`src/rtl/xfer2ringbuf_seq.sv`:
```
// xfer2ringbuf_seq: sequenced transfer of per-channel FWFT FIFO samples into
// the L1A ring buffer. Each RDY frame drains NSAMP samples per channel, in
// ascending channel order, as NCHAN*NSAMP consecutive ring-buffer writes.
// Masked channels and empty FIFOs write FILL instead of a real sample.
// Ports:
//   CLK, RST              clock, synchronous active-high reset
//   JTAG_MODE, J_RD_FIFO  JTAG override: broadcast read strobe, write gating
//   DIN, F_MT, CHAN_MASK  FIFO data (channel k at [k*DW +: DW]), empties, mask
//   RDY                   frame request, sampled only when idle
//   RD_ENA                one-hot FIFO read enables
//   L1A_RD_EN             pulse in the frame's start cycle
//   WREN, DMUX, CHAN_OUT  ring-buffer write strobe, data, source channel
//   BUSY, DONE            frame in progress, last-write pulse
//   UNDERFLOW, ERRCNT     per-frame underflow flag, saturating underflow count
module xfer2ringbuf_seq #(
  parameter int unsigned   NCHAN = 16,
  parameter int unsigned   DW    = 12,
  parameter int unsigned   NSAMP = 8,
  parameter int unsigned   CHW   = 4,
  parameter logic [DW-1:0] FILL  = {DW{1'b1}}
) (
  input  logic                CLK,
  input  logic                RST,
  input  logic                JTAG_MODE,
  input  logic                J_RD_FIFO,
  input  logic [NCHAN*DW-1:0] DIN,
  input  logic                RDY,
  input  logic [NCHAN-1:0]    F_MT,
  input  logic [NCHAN-1:0]    CHAN_MASK,
  output logic [NCHAN-1:0]    RD_ENA,
  output logic                L1A_RD_EN,
  output logic                WREN,
  output logic [DW-1:0]       DMUX,
  output logic [CHW-1:0]      CHAN_OUT,
  output logic                BUSY,
  output logic                DONE,
  output logic                UNDERFLOW,
  output logic [15:0]         ERRCNT
);

  localparam int unsigned    SW       = 8;
  localparam logic [CHW-1:0] LAST_CH  = CHW'(NCHAN - 1);
  localparam logic [SW-1:0]  LAST_SMP = SW'(NSAMP - 1);

  typedef enum logic [2:0] {IDLE, START, XFER, DRAIN, FIN} state_t;

  state_t         state_q, state_d;
  logic [CHW-1:0] ch_q;
  logic [SW-1:0]  smp_q;
  logic           drain_q;

  logic slot_c, last_slot_c, masked_c, empty_c, rd_c, uflow_c;

  // Slot pipeline stage between issue (t) and write (t+2)
  logic           s1_vld_q, s1_fill_q, s1_last_q;
  logic [CHW-1:0] s1_ch_q;

  logic [NCHAN-1:0][DW-1:0] din_a;
  assign din_a = DIN;

  // State register
  always_ff @(posedge CLK) begin
    if (RST) state_q <= IDLE;
    else     state_q <= state_d;
  end

  // Next state and slot classification
  always_comb begin
    state_d     = state_q;
    slot_c      = 1'b0;
    last_slot_c = 1'b0;
    masked_c    = 1'b0;
    empty_c     = 1'b0;
    rd_c        = 1'b0;
    uflow_c     = 1'b0;
    case (state_q)
      IDLE:  if (RDY) state_d = START;
      START: state_d = XFER;
      XFER: begin
        slot_c      = 1'b1;
        last_slot_c = (ch_q == LAST_CH) && (smp_q == LAST_SMP);
        if (last_slot_c) state_d = DRAIN;
      end
      DRAIN: if (drain_q) state_d = FIN;
      FIN:   state_d = IDLE;
      default: state_d = IDLE;
    endcase
    // JTAG ownership of the FIFOs aborts any frame and blocks new ones
    if (JTAG_MODE) begin
      state_d     = IDLE;
      slot_c      = 1'b0;
      last_slot_c = 1'b0;
    end
    masked_c = CHAN_MASK[ch_q];
    empty_c  = F_MT[ch_q];
    rd_c     = slot_c && !masked_c && !empty_c;
    uflow_c  = slot_c && !masked_c && empty_c;
  end

  // Channel/sample counters and drain timer
  always_ff @(posedge CLK) begin
    if (RST) begin
      ch_q    <= '0;
      smp_q   <= '0;
      drain_q <= 1'b0;
    end else begin
      drain_q <= (state_q == DRAIN) && !drain_q;
      if (state_q == START) begin
        ch_q  <= '0;
        smp_q <= '0;
      end else if (slot_c && !last_slot_c) begin
        // Held on the final slot so ch_q never leaves 0..NCHAN-1
        if (smp_q == LAST_SMP) begin
          smp_q <= '0;
          ch_q  <= ch_q + CHW'(1);
        end else begin
          smp_q <= smp_q + SW'(1);
        end
      end
    end
  end

  // Read enables, write pipeline and status outputs
  always_ff @(posedge CLK) begin
    if (RST) begin
      s1_vld_q  <= 1'b0;
      s1_fill_q <= 1'b0;
      s1_last_q <= 1'b0;
      s1_ch_q   <= '0;
      RD_ENA    <= '0;
      L1A_RD_EN <= 1'b0;
      WREN      <= 1'b0;
      DMUX      <= '0;
      CHAN_OUT  <= '0;
      BUSY      <= 1'b0;
      DONE      <= 1'b0;
      UNDERFLOW <= 1'b0;
      ERRCNT    <= '0;
    end else begin
      s1_vld_q  <= slot_c;
      s1_last_q <= last_slot_c;
      s1_fill_q <= !rd_c;
      s1_ch_q   <= ch_q;
      if (JTAG_MODE)  RD_ENA <= {NCHAN{J_RD_FIFO}};
      else if (rd_c)  RD_ENA <= NCHAN'(1) << ch_q;
      else            RD_ENA <= '0;
      // JTAG also squashes writes already in the pipeline
      WREN <= s1_vld_q && !JTAG_MODE;
      DONE <= s1_last_q && !JTAG_MODE;
      // FWFT: the sample is on DIN during the cycle its read enable is high
      if (s1_vld_q) begin
        DMUX     <= s1_fill_q ? FILL : din_a[s1_ch_q];
        CHAN_OUT <= s1_ch_q;
      end
      L1A_RD_EN <= (state_d == START);
      BUSY      <= (state_d != IDLE);
      if (state_q == START) UNDERFLOW <= 1'b0;
      else if (uflow_c)     UNDERFLOW <= 1'b1;
      if (uflow_c && (ERRCNT != 16'hFFFF)) ERRCNT <= ERRCNT + 16'd1;
    end
  end

endmodule
```
`config.mk`:
```
export PLATFORM = sky130hd
export DESIGN_NAME = xfer2ringbuf_seq
export DESIGN_NICKNAME = d
export VERILOG_FILES = /design/src/rtl/xfer2ringbuf_seq.sv
export SDC_FILE = /design/constraint.sdc
export NUM_CORES = 1
export LEC_CHECK = 0
export ABC_AREA = 1
export CAP_MARGIN = 20
export CORE_UTILIZATION = 44
export DETAILED_ROUTE_END_ITERATION = 10
export GPL_TIMING_DRIVEN = 0
export PLACE_DENSITY = 0.95
export SYNTH_ARGS = -nofsm -noshare
export SYNTH_HDL_FRONTEND = slang
export SYNTH_SLANG_ARGS = --single-unit
```
`constraint.sdc`:
```
create_clock -name CLK -period 4 [get_ports CLK]
set_clock_uncertainty 0.1 [all_clocks]
set_input_delay 0.4 -clock CLK [delete_from_list [all_inputs] [get_ports CLK]]
set_output_delay 0.4 -clock CLK [all_outputs]
set_load 0.005 [all_outputs]
```
==> qor.tcl, run 1 <==
set qor(antenna_found_initial) 3
set qor(grt_first_pass_wirelength_um) 39300
set qor(post-route-period-util) 0.5881
set qor(route.detailed.wl_per_inst_um) 19.80
set qor(layoutNonFillerInstCount) 1349
set qor(clkSinkCount) 76
set qor(worst_setup_path_end_kind) {register}
set qor(async_flop_share) 0
set qor(place_inst) 1331
set qor(critical-path-slowest-cell) {sky130_fd_sc_hd__clkbuf_1}
set qor(fin_crit_ns) 2.352
set qor(drc_viols) 0
set qor(crit_top_cell) {sky130_fd_sc_hd__nand3_1}
set qor(report.final.hold_viol_count) 0
set qor(non_filler_cell_area_final_sq_mm) 0.008866
set qor(layout_commonest_cell) {sky130_fd_sc_hd__clkdlybuf4s50_1}
set qor(cp_data_arrival_time_ns) 2.54
set qor(cap_viol_max_count) 0
set qor(clk-insertion-delay-late_ns) 0.34
set qor(type_of_the_tightest_min_delay_check) {in2reg}
set qor(dr.pass1.iters) 6
set qor(place_hpwl_um) 20200
set qor(timing.fmax_mhz) 425.1
set qor(timing_worst_setup_path_type) {reg2reg}
set qor(cts-root-buf) {sky130_fd_sc_hd__clkbuf_16}
set qor(drt_iter0_drc) 1029
set qor(timing.setup.tns_ns) 0
set qor(area_growth_syn_to_layout_pct) 60.03
set qor(ir_drop_mv) 0.2752
set qor(most-common-layout-cells) {sky130_fd_sc_hd__clkdlybuf4s50_1 (279), sky130_fd_sc_hd__nor2_1 (181), sky130_fd_sc_hd__nand2_1 (121)}
set qor(via_per_inst) 5.709
set qor(die_area_sq_mm) 0.01304
set qor(route.final.wire_length_um) 26710
set qor(postLayoutCoreUtil) 0.7290
set qor(initial_utilization) 0.4556
set qor(gpl.final_weighted_congestion) 1.066
set qor(final_critical_path_setup_slack_ns) 1.648
set qor(synthFlopType) {sky130_fd_sc_hd__dfxtp_1}
set qor(number_of_flops_mapped_to_enable_cells_by_yosys) 0
set qor(route.antenna.remaining_nets) 0
set qor(clk_transition_reported_paths_ns) 0.06
set qor(tightest_slew_ns) 0.7266
set qor(p_per_cell_area_mw_per_mm2) 224.7
set qor(grt_start_max_net_pins) 14
set qor(fp-row-count) 40
set qor(yosys_warnings) 0
set qor(globalRouteOverflowTotal) 0
set qor(grt_pass1_vias) 7369
set qor(synth_area_per_cell_sq_um) 6.267
set qor(total_of_cells_resized_after_clock_tree_synthesis) 0
set qor(ys_seq_area_frac) 0.2746
set qor(crit_family) {buffers and inverters}
set qor(synth.top_cells.by_area) {sky130_fd_sc_hd__dfxtp_1 (27%), sky130_fd_sc_hd__nor2_1 (12%), sky130_fd_sc_hd__nand2_1 (8.2%)}
set qor(vert_die_dim_um) 114.2
set qor(cts-buffers-inserted) 9
set qor(numPortBuffers) 279
set qor(final-setup-viol-count) 0
set qor(post-synth-top-area-fraction) 0.2746
set qor(critical_path_peak_fanout) 10
set qor(design.portCount) 282
set qor(cts.htree.levels) 3
set qor(p_total_mw) 1.992
set qor(yosysTopAreaCell) {sky130_fd_sc_hd__dfxtp_1}
set qor(pre_cts_ws_ns) 1.775
set qor(synthesis.area_sq_mm) 0.005540
set qor(floorplan.core_area_sq_mm) 0.01216
set qor(track_usage) 0.3988
set qor(vias) 7702
set qor(floorplan.die.width_um) 114.2
set qor(setup_repair_after_global_routing_missed_its_margin) {no}
set qor(worst_ep_required_time_ns) 4.19
set qor(cp.buffers_inverters) 3
set qor(whs_ns) 0.2999
set qor(drive_above_1_share) 0.04754
set qor(status) {completed}
set qor(cts_setup_buffers) 0
set qor(number_of_buffers_added_to_fix_hold_violations_after_cts) 0
set qor(synth_cells) 884
set qor(cts_max_path_buffers) 2
set qor(path_cells) {buf_2, clkbuf_1, o21ai_0, o221ai_1, nand3_1, nand3_1, nand2_1, inv_1}
set qor(placed_cell_area_sq_mm) 0.008543
set qor(synth.lib_cells_used.distinct) 36
set qor(slew_hr) 0.5156
set qor(maxSlewViolCount) 0
set qor(total_leakage_power_nw) 3.595
set qor(ys_ff_latch) 76
set qor(sort_of_element_at_the_start_of_the_critical_path) {register}
set qor(cts_tree) {done}
set qor(max_stage_delay_ns) 0.53
set qor(finalNetCount) 1411
set qor(postSynthNetCount) 1121
[worst paths after layout]
kind / start / to / slack [ns] / depth (start not counted)
worst min register to register: s1_last_q$_SDFF_PP0_ / DONE$_SDFF_PP0_ / 0.32 / 2
worst max register to register: s1_ch_q[1]$_SDFF_PP0_ / DMUX[2]$_SDFFE_PP0P_ / 1.65 / 8
worst min-delay path: RST / state_q[2]$_SDFF_PP0_ / 0.30 / 2
worst max-delay path: s1_ch_q[1]$_SDFF_PP0_ / DMUX[2]$_SDFFE_PP0P_ / 1.65 / 8
[synth_stat cells, drive strengths merged, types with 2 or more instances]
cell type and number:
nand3 91, nand4 24, inv 104, o221ai 48, clkbuf 42, nor3 11, a21oi 28, nor4 2
xor2 3, ha 8, o21ai 60, o21bai 49, dfxtp 76, buf 24, nand2 123, nor2 184
[flip-flops by register name (all words and copies together), names as in the netlist]
name and count:
ERRCNT 16, drain_q 1, s1_last_q 1, UNDERFLOW 1
state_q 3, s1_fill_q 1, s1_vld_q 1, L1A_RD_EN 1
DONE 1, RD_ENA 16, CHAN_OUT 4, s1_ch_q 4
BUSY 1, ch_q 4, smp_q 8, WREN 1
DMUX 12
[report_power, final]
part / internal (mW) / leakage [nW] / switching [mW]
Clock: 0.544 / 0.151 / 0.329
Sequential: 0.768 / 0.616 / 0.00557
Combinational: 0.237 / 2.83 / 0.110
Total: 1.55 / 3.59 / 0.444
[final cells by class]
| cell class | instances | area, sq um |
|---|---|---|
| Fill cell | 971 | 3296 |
| Clock buffer | 9 | 225.2 |
| Antenna cell | 3 | 7.507 |
| Multi-Input combinational cell | 638 | 3307 |
| Timing Repair Buffer | 279 | 2793 |
| Tap cell | 168 | 210.2 |
| Inverter | 104 | 392.9 |
| Buffer | 66 | 319.1 |
| Clock inverter | 6 | 90.09 |
| Sequential cell | 76 | 1521 |
[logic make-up (layout without fill, tap and decap cells)]
group / count (synthesis) / after routing / share of synthesized area
AOI/OAI and AO/OA: 188 / 188 / 0.2256
DFF: 76 / 76 / 0.2746
xor gates and xnor gates: 4 / 4 / 0.006325
buffers and inverters: 170 / 464 / 0.1285
other: 0 / 3 / 0
and+or+nand+nor: 438 / 438 / 0.3469
adders and majority gates: 8 / 8 / 0.01807
[layer usage]
metal  vias up  global-route usage  wire (um)
met2       549              0.6719      12440
met5         -                   0          0
met3       111             0.09211       2694
met4         0              0.2182       1401
met1      3507              0.4688      10170
li1       3535                   -          -
Note: power is estimated with default switching activity, not from simulation.
==> run 2: changes to the inputs <==
--- a/config.mk
+++ b/config.mk
@@ -7,10 +7,10 @@
 export LEC_CHECK = 0
 export ABC_AREA = 1
 export CAP_MARGIN = 20
-export CORE_UTILIZATION = 44
+export CORE_UTILIZATION = 41
 export DETAILED_ROUTE_END_ITERATION = 10
 export GPL_TIMING_DRIVEN = 0
-export PLACE_DENSITY = 0.95
+export PLACE_DENSITY = 0.93
 export SYNTH_ARGS = -nofsm -noshare
 export SYNTH_HDL_FRONTEND = slang
 export SYNTH_SLANG_ARGS = --single-unit
==> constraint.sdc (replaced) <==
create_clock -name CLK -period 2.4 [get_ports CLK]
set_clock_uncertainty 0.1 [all_clocks]
set_input_delay 0.24 -clock CLK [delete_from_list [all_inputs] [get_ports CLK]]
set_output_delay 0.24 -clock CLK [all_outputs]
set_load 0.005 [all_outputs]
==> qor.tcl, run 2 (synthesized netlist as in run 1, its figures left out) <==
set qor(antenna_found_initial) 2 ;# was 3
set qor(critical_path_peak_fanout) 10 ;# unchanged
set qor(postLayoutCoreUtil) 0.6722 ;# was 0.7290
set qor(drive_above_1_share) 0.05004 ;# was 0.04754
set qor(pre_cts_ws_ns) 0.1163 ;# was 1.775 ns
set qor(drc_viols) 0 ;# unchanged
set qor(layout_commonest_cell) {sky130_fd_sc_hd__clkdlybuf4s50_1} ;# unchanged
set qor(die_area_sq_mm) 0.01398 ;# was 0.01304 sq mm
set qor(finalNetCount) 1411 ;# unchanged
set qor(maxSlewViolCount) 0 ;# unchanged
set qor(clk_transition_reported_paths_ns) 0.07 ;# was 0.06 ns
set qor(timing.reg2reg.worst_path_depth) 9 ;# was 8
set qor(via_per_inst) 5.555 ;# was 5.709
set qor(timing.fmax_mhz) 427.1 ;# was 425.1 MHz
set qor(clkSinkCount) 76 ;# unchanged
set qor(globalRouteOverflowTotal) 0 ;# unchanged
set qor(grt_first_pass_wirelength_um) 39010 ;# was 39300 um
set qor(worst_ep_required_time_ns) 2.59 ;# was 4.19 ns
set qor(route.final.wire_length_um) 25670 ;# was 26710 um
set qor(cts-buffers-inserted) 9 ;# unchanged
set qor(regToRegStartpoint) {s1_ch_q[0]$_SDFF_PP0_} ;# was s1_ch_q[1]$_SDFF_PP0_
set qor(dr.pass1.iters) 7 ;# was 6
set qor(type_of_the_tightest_min_delay_check) {in2reg} ;# unchanged
set qor(grt_start_max_net_pins) 16 ;# was 14
set qor(hold_depth) 2 ;# unchanged
set qor(cts_tree) {done} ;# unchanged
set qor(p_per_cell_area_mw_per_mm2) 369.3 ;# was 224.7 mW/mm^2
set qor(busiest_layer) {met2} ;# unchanged
set qor(slew_hr) 0.5258 ;# was 0.5156
set qor(route.antenna.remaining_nets) 0 ;# unchanged
set qor(status) {completed} ;# unchanged
set qor(cts-root-buf) {sky130_fd_sc_hd__clkbuf_16} ;# unchanged
set qor(track_usage) 0.3593 ;# was 0.3988
set qor(report.final.hold_viol_count) 0 ;# unchanged
set qor(setup_repair_after_global_routing_missed_its_margin) {yes} ;# was no
set qor(final_critical_path_setup_slack_ns) 0.05886 ;# was 1.648 ns
set qor(place_hpwl_um) 19810 ;# was 20200 um
set qor(most-common-layout-cells) {sky130_fd_sc_hd__clkdlybuf4s50_1 (279), sky130_fd_sc_hd__nor2_1 (181), sky130_fd_sc_hd__nand2_1 (121)} ;# unchanged
set qor(globalRouteMet1Util) 0.4241 ;# was 0.4688
set qor(use_met2) 0.5985 ;# was 0.6719
set qor(cp_data_arrival_time_ns) 2.53 ;# was 2.54 ns
set qor(floorplan.core_area_sq_mm) 0.01319 ;# was 0.01216 sq mm
set qor(grt_pass1_vias) 7344 ;# was 7369
set qor(tightest_slew_ns) 0.7113 ;# was 0.7266 ns
set qor(vias) 7533 ;# was 7702
set qor(total_of_cells_resized_after_clock_tree_synthesis) 0 ;# unchanged
set qor(ir_drop_mv) 0.4366 ;# was 0.2752 mV
set qor(endpoint) {DMUX[2]$_SDFFE_PP0P_} ;# unchanged
set qor(route.detailed.wl_per_inst_um) 18.93 ;# was 19.80 um
set qor(crit_start) {s1_ch_q[0]$_SDFF_PP0_} ;# was s1_ch_q[1]$_SDFF_PP0_
set qor(largest_registers) {ERRCNT (16), RD_ENA (16), DMUX (12)} ;# unchanged
set qor(floorplan.die.width_um) 118.2 ;# was 114.2 um
set qor(cap_viol_max_count) 0 ;# unchanged
set qor(regToRegSetupSlack_ns) 0.06 ;# was 1.65 ns
set qor(cts.htree.levels) 3 ;# unchanged
set qor(reg_to_reg_endpoint) {DMUX[2]$_SDFFE_PP0P_} ;# unchanged
set qor(timing_worst_setup_path_type) {reg2reg} ;# unchanged
set qor(sort_of_element_at_the_start_of_the_critical_path) {register} ;# unchanged
set qor(fin_crit_ns) 2.341 ;# was 2.352 ns
set qor(gpl.final_weighted_congestion) 1.027 ;# was 1.066
set qor(area_growth_syn_to_layout_pct) 60.03 ;# unchanged
set qor(cts_setup_buffers) 0 ;# unchanged
set qor(total_leakage_power_nw) 3.595 ;# about the same
set qor(fp-row-count) 42 ;# was 40
set qor(design.portCount) 282 ;# unchanged
set qor(final-setup-viol-count) 0 ;# unchanged
set qor(clk-insertion-delay-late_ns) 0.35 ;# was 0.34 ns
set qor(drt_iter0_drc) 771 ;# was 1029
set qor(worst_setup_path_end_kind) {register} ;# unchanged
set qor(vert_die_dim_um) 118.2 ;# was 114.2 um
set qor(post-route-period-util) 0.9755 ;# was 0.5881
set qor(cts_max_path_buffers) 2 ;# unchanged
set qor(number_of_buffers_added_to_fix_hold_violations_after_cts) 0 ;# unchanged
set qor(numPortBuffers) 279 ;# unchanged
set qor(use_met3) 0.08639 ;# was 0.09211
set qor(initial_utilization) 0.4200 ;# was 0.4556
[run 2: where the power goes]
group          total (mW)  internal, mW  leakage [nW]  switching, mW
registers            1.29          1.28         0.616        0.00707
logic               0.581         0.395          2.83          0.186
clock network        1.41         0.821         0.145          0.586
[run 2: stage by stage]
step                power (mW)  std cells  hold slack, ns  instance area [sq um]   TNS (ns)
global route             3.366       1356          0.2012                   8866  -0.001826
floorplan                1.433        884          0.3034                   5540          0
CTS                      3.263       1355          0.1476                   8861          0
finish                   3.274       1356          0.1700                   8866          0
global placement         1.877       1339          0.3363                   8553          0
detailed placement       1.880       1339          0.3374                   8553          0
[run 2: worst min-delay path by stage]
stage,slack (ns),to,start
5_1_grt,0.20,state_q[2]$_SDFF_PP0_,RST
2_1_floorplan,0.30,DONE$_SDFF_PP0_,s1_last_q$_SDFF_PP0_
3_5_place_dp,0.34,DONE$_SDFF_PP0_,s1_last_q$_SDFF_PP0_
4_1_cts,0.15,state_q[1]$_SDFF_PP0_,RST
6_report,0.17,DONE$_SDFF_PP0_,JTAG_MODE
3_3_place_gp,0.34,drain_q$_SDFF_PP0_,drain_q$_SDFF_PP0_
[run 2: metal layers]
layer / share of wire / vias up / wire [um]
li1: - / 3534 / -
met1: 0.38 / 3410 / 9810
met2: 0.46 / 491 / 11900
met3: 0.10 / 96 / 2685
met4: 0.050 / 2 / 1271
met5: 0.00047 / - / 12
[run 2: layout make-up]
class                      count  area [sq um]
fill                        1115          4324
multi-input combinational    638          3307
timing repair buffer         279          2793
sequential                    76          1521
inverter                     104         392.9
buffer                        66         321.6
clock buffer                   9         225.2
tap                          176         220.2
clock inverter                 7         82.58
antenna                        1         2.502
[run 2: critical path, stage by stage, from the launching register on]
cell	delay, ns
sky130_fd_sc_hd__dfxtp_1	0.32
sky130_fd_sc_hd__buf_2	0.18
sky130_fd_sc_hd__buf_2	0.24
sky130_fd_sc_hd__clkbuf_1	0.57
sky130_fd_sc_hd__nor2_1	0.11
sky130_fd_sc_hd__o221ai_1	0.32
sky130_fd_sc_hd__nand3_1	0.13
sky130_fd_sc_hd__nand3_1	0.15
sky130_fd_sc_hd__nand2_1	0.08
sky130_fd_sc_hd__inv_1	0.07
